## src/rtl/state_link_pkg.sv

```systemverilog
// rtl/state_link_pkg.sv - shared packet layout, field widths and link state enum
package state_link_pkg;

    localparam logic [7:0] SYNC_BYTE_DEF = 8'hA5;
    localparam int         PKT_LEN       = 7;
    localparam int         IDX_W         = 3;

    localparam int X_W      = 11;
    localparam int Y_W      = 11;
    localparam int DIR_W    = 9;
    localparam int STATUS_W = 3;
    localparam int SEQ_W    = 6;

    typedef enum logic [0:0] {
        ST_IDLE = 1'b0,
        ST_SEND = 1'b1
    } link_state_e;

    typedef struct packed {
        logic [X_W-1:0]      x;
        logic [Y_W-1:0]      y;
        logic [DIR_W-1:0]    dir;
        logic [STATUS_W-1:0] status;
        logic [SEQ_W-1:0]    seq;
    } link_fields_t;

    // Byte idx of a packet; the last byte is the XOR of the five payload bytes.
    function automatic logic [7:0] pkt_byte(input link_fields_t f,
                                            input logic [7:0] sync,
                                            input logic [IDX_W-1:0] idx);
        logic [7:0] b1, b2, b3, b4, b5, res;
        b1 = f.x[10:3];
        b2 = {f.x[2:0], f.y[10:6]};
        b3 = {f.y[5:0], f.dir[8:7]};
        b4 = {f.dir[6:0], f.status[2]};
        b5 = {f.status[1:0], f.seq};
        case (idx)
            3'd0:    res = sync;
            3'd1:    res = b1;
            3'd2:    res = b2;
            3'd3:    res = b3;
            3'd4:    res = b4;
            3'd5:    res = b5;
            3'd6:    res = b1 ^ b2 ^ b3 ^ b4 ^ b5;
            default: res = 8'h00;
        endcase
        return res;
    endfunction

endpackage

```

## src/rtl/tx_period_timer.sv

```systemverilog
// rtl/tx_period_timer.sv - free-running send period counter and trigger merge
module tx_period_timer #(
    parameter int unsigned PERIOD_CYCLES = 1666667
) (
    input  logic clk,
    input  logic rst_n,
    input  logic send_req_i,
    output logic trigger_o
);

    localparam int CW = (PERIOD_CYCLES > 1) ? $clog2(PERIOD_CYCLES) : 1;
    localparam logic [CW-1:0] CNT_LAST = CW'((PERIOD_CYCLES > 0) ? PERIOD_CYCLES - 1 : 0);
    localparam bit TIMER_ON = (PERIOD_CYCLES > 0);

    logic [CW-1:0] cnt_q, cnt_d;
    logic          wrap;

    assign wrap      = TIMER_ON && (cnt_q == CNT_LAST);
    assign trigger_o = send_req_i | wrap;

    // Counter wraps at the period end; held at zero when the timer is disabled.
    always_comb begin
        cnt_d = cnt_q;
        if (!TIMER_ON || wrap) begin
            cnt_d = '0;
        end else begin
            cnt_d = cnt_q + CW'(1);
        end
    end

    // Counter register; runs regardless of downstream backpressure.
    always_ff @(posedge clk) begin
        if (!rst_n) begin
            cnt_q <= '0;
        end else begin
            cnt_q <= cnt_d;
        end
    end

endmodule

```

## src/rtl/state_tx.sv

```systemverilog
// rtl/state_tx.sv - kart state packet transmitter with pending-request collapse
module state_tx
    import state_link_pkg::*;
#(
    parameter int unsigned PERIOD_CYCLES = 1666667,
    parameter logic [7:0]  SYNC_BYTE     = SYNC_BYTE_DEF
) (
    input  logic                clk,
    input  logic                rst_n,
    input  logic                send_req,
    input  logic [X_W-1:0]      player_x,
    input  logic [Y_W-1:0]      player_y,
    input  logic [DIR_W-1:0]    player_dir,
    input  logic [STATUS_W-1:0] game_status,
    output logic                axiov,
    output logic [7:0]          axiod,
    output logic                axil,
    input  logic                axir,
    output logic                busy
);

    localparam logic [IDX_W-1:0] LAST_IDX = IDX_W'(PKT_LEN - 1);

    link_state_e       state_q, state_d;
    logic [IDX_W-1:0]  idx_q, idx_d;
    logic              pend_q, pend_d;
    logic [SEQ_W-1:0]  seq_q, seq_d;
    link_fields_t      snap_q, snap_d;
    logic              trigger;

    tx_period_timer #(
        .PERIOD_CYCLES (PERIOD_CYCLES)
    ) u_timer (
        .clk        (clk),
        .rst_n      (rst_n),
        .send_req_i (send_req),
        .trigger_o  (trigger)
    );

    // Output bytes come straight from the frozen snapshot, so they hold while stalled.
    assign axiov = (state_q == ST_SEND);
    assign axiod = axiov ? pkt_byte(snap_q, SYNC_BYTE, idx_q) : 8'h00;
    assign axil  = axiov && (idx_q == LAST_IDX);
    assign busy  = axiov | pend_q;

    // Packet sequencing: a pending request forces the one idle cycle between packets.
    always_comb begin
        state_d = state_q;
        idx_d   = idx_q;
        pend_d  = pend_q;
        seq_d   = seq_q;
        snap_d  = snap_q;
        case (state_q)
            ST_IDLE: begin
                if (trigger || pend_q) begin
                    state_d = ST_SEND;
                    idx_d   = '0;
                    pend_d  = 1'b0;
                    seq_d   = seq_q + SEQ_W'(1);
                    snap_d  = '{x: player_x, y: player_y, dir: player_dir,
                                status: game_status, seq: seq_q};
                end
            end
            ST_SEND: begin
                if (trigger) begin
                    pend_d = 1'b1;
                end
                if (axir) begin
                    if (idx_q == LAST_IDX) begin
                        state_d = ST_IDLE;
                    end else begin
                        idx_d = idx_q + IDX_W'(1);
                    end
                end
            end
            default: state_d = ST_IDLE;
        endcase
    end

    // State registers; reset drops any packet in flight.
    always_ff @(posedge clk) begin
        if (!rst_n) begin
            state_q <= ST_IDLE;
            idx_q   <= '0;
            pend_q  <= 1'b0;
            seq_q   <= '0;
            snap_q  <= '0;
        end else begin
            state_q <= state_d;
            idx_q   <= idx_d;
            pend_q  <= pend_d;
            seq_q   <= seq_d;
            snap_q  <= snap_d;
        end
    end

endmodule

```

## config.mk

```make
export PLATFORM = sky130hd
export DESIGN_NAME = state_tx
export DESIGN_NICKNAME = d
export VERILOG_FILES = /design/src/rtl/state_link_pkg.sv /design/src/rtl/tx_period_timer.sv /design/src/rtl/state_tx.sv
export SDC_FILE = /design/constraint.sdc
export NUM_CORES = 1
export LEC_CHECK = 0
export ABC_CLOCK_PERIOD_IN_PS = 6200
export CAP_MARGIN = 20
export CORE_ASPECT_RATIO = 0.75
export CORE_UTILIZATION = 55
export CTS_BUF_LIST = sky130_fd_sc_hd__clkbuf_8 sky130_fd_sc_hd__clkbuf_16
export DETAILED_ROUTE_END_ITERATION = 12
export HOLD_SLACK_MARGIN = 0.06
export PLACE_DENSITY_LB_ADDON = 0.3
export RECOVER_POWER = 100
export SLEW_MARGIN = 10
export SYNTH_ARGS = -nofsm -noshare
export SYNTH_HDL_FRONTEND = slang
export SYNTH_SLANG_ARGS = --single-unit
```

## constraint.sdc

```tcl
create_clock -name clk -period 6.2 [get_ports clk]
set_clock_uncertainty 0.2 [all_clocks]
set_input_delay 1.24 -clock clk [delete_from_list [all_inputs] [get_ports clk]]
set_output_delay 1.24 -clock clk [all_outputs]
set_load 0.005 [all_outputs]
```

==> impl_metrics.ini <==
[logic_synthesis]
syn_nets = 491
synth_top_cell_by_area = dfxtp_1
ys.flop_type = dfxtp_1
postSynth.asyncResetShare = 0
yosysMostFrequentCell = nand2_1
yosysWarnings = 0
synthTopCellsByArea = dfxtp_1 (38%), mux2i_1 (12%), nand2_1 (9.1%), xnor2_1 (6.0%), xor2_1 (4.8%)
netlist_area_um2 = 3820
ys_seq_area_frac = 0.377
syn_inst = 445
syn_area_per_cell_um2 = 8.59
synth_common_cells = nand2_1 (93), dfxtp_1 (72), mux2i_1 (44)
synth_cell_type_count = 48
synth-seq-cells = 72
synth-edff-count = 0
synth_top_area_frac = 0.377

[clock_tree]
root_buffer = clkbuf_8
post_cts_buffers = 0
numClockSinks = 72
post_cts_resized = 0
clock_path_buffers = 2
cts-hold-fix-buffers = 0
cts_tree = yes
clk_latency_ns = 0.36
clk_pin_slew_ns = 0.08
numCtsBuffers = 9
htree_levels = 3

[global_routing]
grt_max_degree = 49
grt_pass1_vias = 2956
grtUsageTotal = 0.258
gr-total-overflow = 0
grt_pass1_wl_mm = 14.6
grt_antenna_before_repair = 0

[sta]
fin_setup_tns_ns = 0
min_period_ns = 4.68
fin_crit_sh = 0.755
rsz0062_at_grt = false
drv_slew = 25
setup_viol = 0
worstMarginPinSlew_ns = 1.64
finalHoldViolCount = 0
fmax_ghz = 0.214
relSlewSlack = -0.0959

[setup_path]
r2r_start = u_timer.cnt_q[7]
r2r_setup_slack_ns = 1.95
crit_chain = inv_1 -> ha_1 -> o41ai_1 -> clkbuf_1 -> o22ai_1 -> dlygate4sd3_1
end_kind = output port
cpPeakStageDelay_ns = 0.68
critPathSlowestCell = dfxtp_1
start_kind = flop
crit_family = buffers and inverters
crit_buf_inv = 3
rr_endpoint = snap_q[37]
path_max_fanout = 19
reg2reg_depth = 5
critPathArrivalTime_ns = 3.24
crit_type = flop to output port
critPathRequiredTime_ns = 4.76

[routing]
via_per_inst = 5.79
wl_per_cell_um = 15.8
drt_iter0_drc = 186
drt-pass1-iter-count = 9
wl_mm = 8.95
route.detailed.drc = 3
antenna_left = 0
vias = 3285

[final_layout]
diodes = 0
nFillCells = 513
fin_area_um2 = 4500
fin_cells = 567
drive_gt1_frac = 0.0494
area_growth_pct = 17.8
num-nets-final = 527

[floorplanning]
die_area_um2 = 7290
initial_utilization = 0.588
die-width_um = 98.3
rows = 25
coreArea_um2 = 6510
die_height_um = 74.2
io_pins = 49

[min_path]
hold-path-endpoint = u_timer.cnt_q[0]
hold_path_class = flop to flop
holdPathStages = 1
min-delay-start = u_timer.cnt_q[0]

[power_and_ir_drop]
power_w = 0.00105
power_density_nw_per_um2 = 232
vdd_drop_max_v = 0.000121
p_leak_nw = 1.72

[place]
portBuffers = 48
placed_cells = 551
gp_congestion = 0.851
dp_hpwl_mm = 6.27
placed_area_um2 = 4310

[status]
status = finished with violations
violations = design-rule violations, max-capacitance violations, max-slew violations

[flow_run]
cap_violations = 1
## cell type report
cell class,instances,area (µm²),area share
multi-input combinational,339,2230,0.496
sequential,72,1440,0.320
timing repair buffer,52,494,0.110
clock buffer,10,138,0.0306
tap,81,101,0.0225
clock inverter,6,68.8,0.0153
inverter,7,26.3,0.00584
## logic make-up (layout without fill, tap and decap cells)
| kind of cell | count (synthesis) | count (layout) | synth area share |
|---|---|---|---|
| AOI/OAI and AO/OA | 59 | 59 | 0.110 |
| xor gates and xnor gates | 47 | 47 | 0.108 |
| adders and majority gates | 8 | 8 | 0.0262 |
| buffers and inverters | 34 | 75 | 0.0399 |
| DFF | 72 | 72 | 0.377 |
| muxes | 45 | 45 | 0.118 |
| and+or+nand+nor | 180 | 180 | 0.221 |
## layout by cell type (no fill, tap or decap), types with 3 or more instances in the layout
cell / instances
xnor2_1: 26
nor3_1: 3
nand2_1: 93
inv_1: 7
dfxtp_1: 72
and4_1: 4
or4_1: 6
a21oi_1: 11
or3_1: 3
nand3_1: 16
and3_1: 5
clkinv_4: 3
mux2i_1: 44
dlygate4sd3_1: 11
ha_1: 8
o2111ai_1: 4
clkdlybuf4s50_1: 36
a221oi_1: 7
xor2_1: 21
a31oi_1: 4
clkbuf_8: 10
nor2_1: 24
o21ai_0: 7
a22oi_1: 5
nand4_1: 9
o22ai_1: 8
nand2b_1: 7
clkbuf_1: 3
## per-stage QoR
stage | util | setup slack [ns] | hold slack [ns]
after floorplan | - | 2.75 | 0.237
after global placement | 0.663 | 2.28 | 0.257
after detailed placement | 0.663 | 2.20 | 0.275
after CTS | 0.694 | 1.79 | 0.294
after global routing | 0.692 | 1.25 | 0.314
final | 0.692 | 1.52 | 0.289
## sequential cells by signal (all words and copies together), names as in the netlist
signal / flops
axiov: 1
idx_q: 3
pend_q: 1
seq_q: 6
snap_q: 40
u_timer.cnt_q: 21
## worst max-delay path by stage
stage             start       end  slack (ns)  cells after the start
4_1_cts        idx_q[2]  axiod[6]        1.79                      6
3_3_place_gp   idx_q[2]  axiod[6]        2.28                      6
2_1_floorplan  idx_q[2]  axiod[6]        2.75                      6
3_5_place_dp   idx_q[2]  axiod[6]        2.20                      6
6_report       idx_q[2]  axiod[6]        1.52                      6
5_1_grt        idx_q[2]  axiod[6]        1.25                      6
## power breakdown
part           switching [W]  internal (W)  total, W  leakage, nW
combinational      0.0000696     0.0000827  0.000152         1.03
sequential         0.0000262      0.000483  0.000509        0.587
clock               0.000187      0.000198  0.000385        0.102
total               0.000283      0.000764   0.00105         1.72
## metal layers
| layer | up-vias | GRT usage | wire length (µm) |
|---|---|---|---|
| met2 | 116 | 0.384 | 3830 |
| met1 | 1522 | 0.370 | 4390 |
| li1 | 1633 | - | - |
| met5 | - | 0 | 0 |
| met4 | 0 | 0.0962 | 121 |
| met3 | 14 | 0.0564 | 599 |
Note: power is estimated with default switching activity, not from simulation.
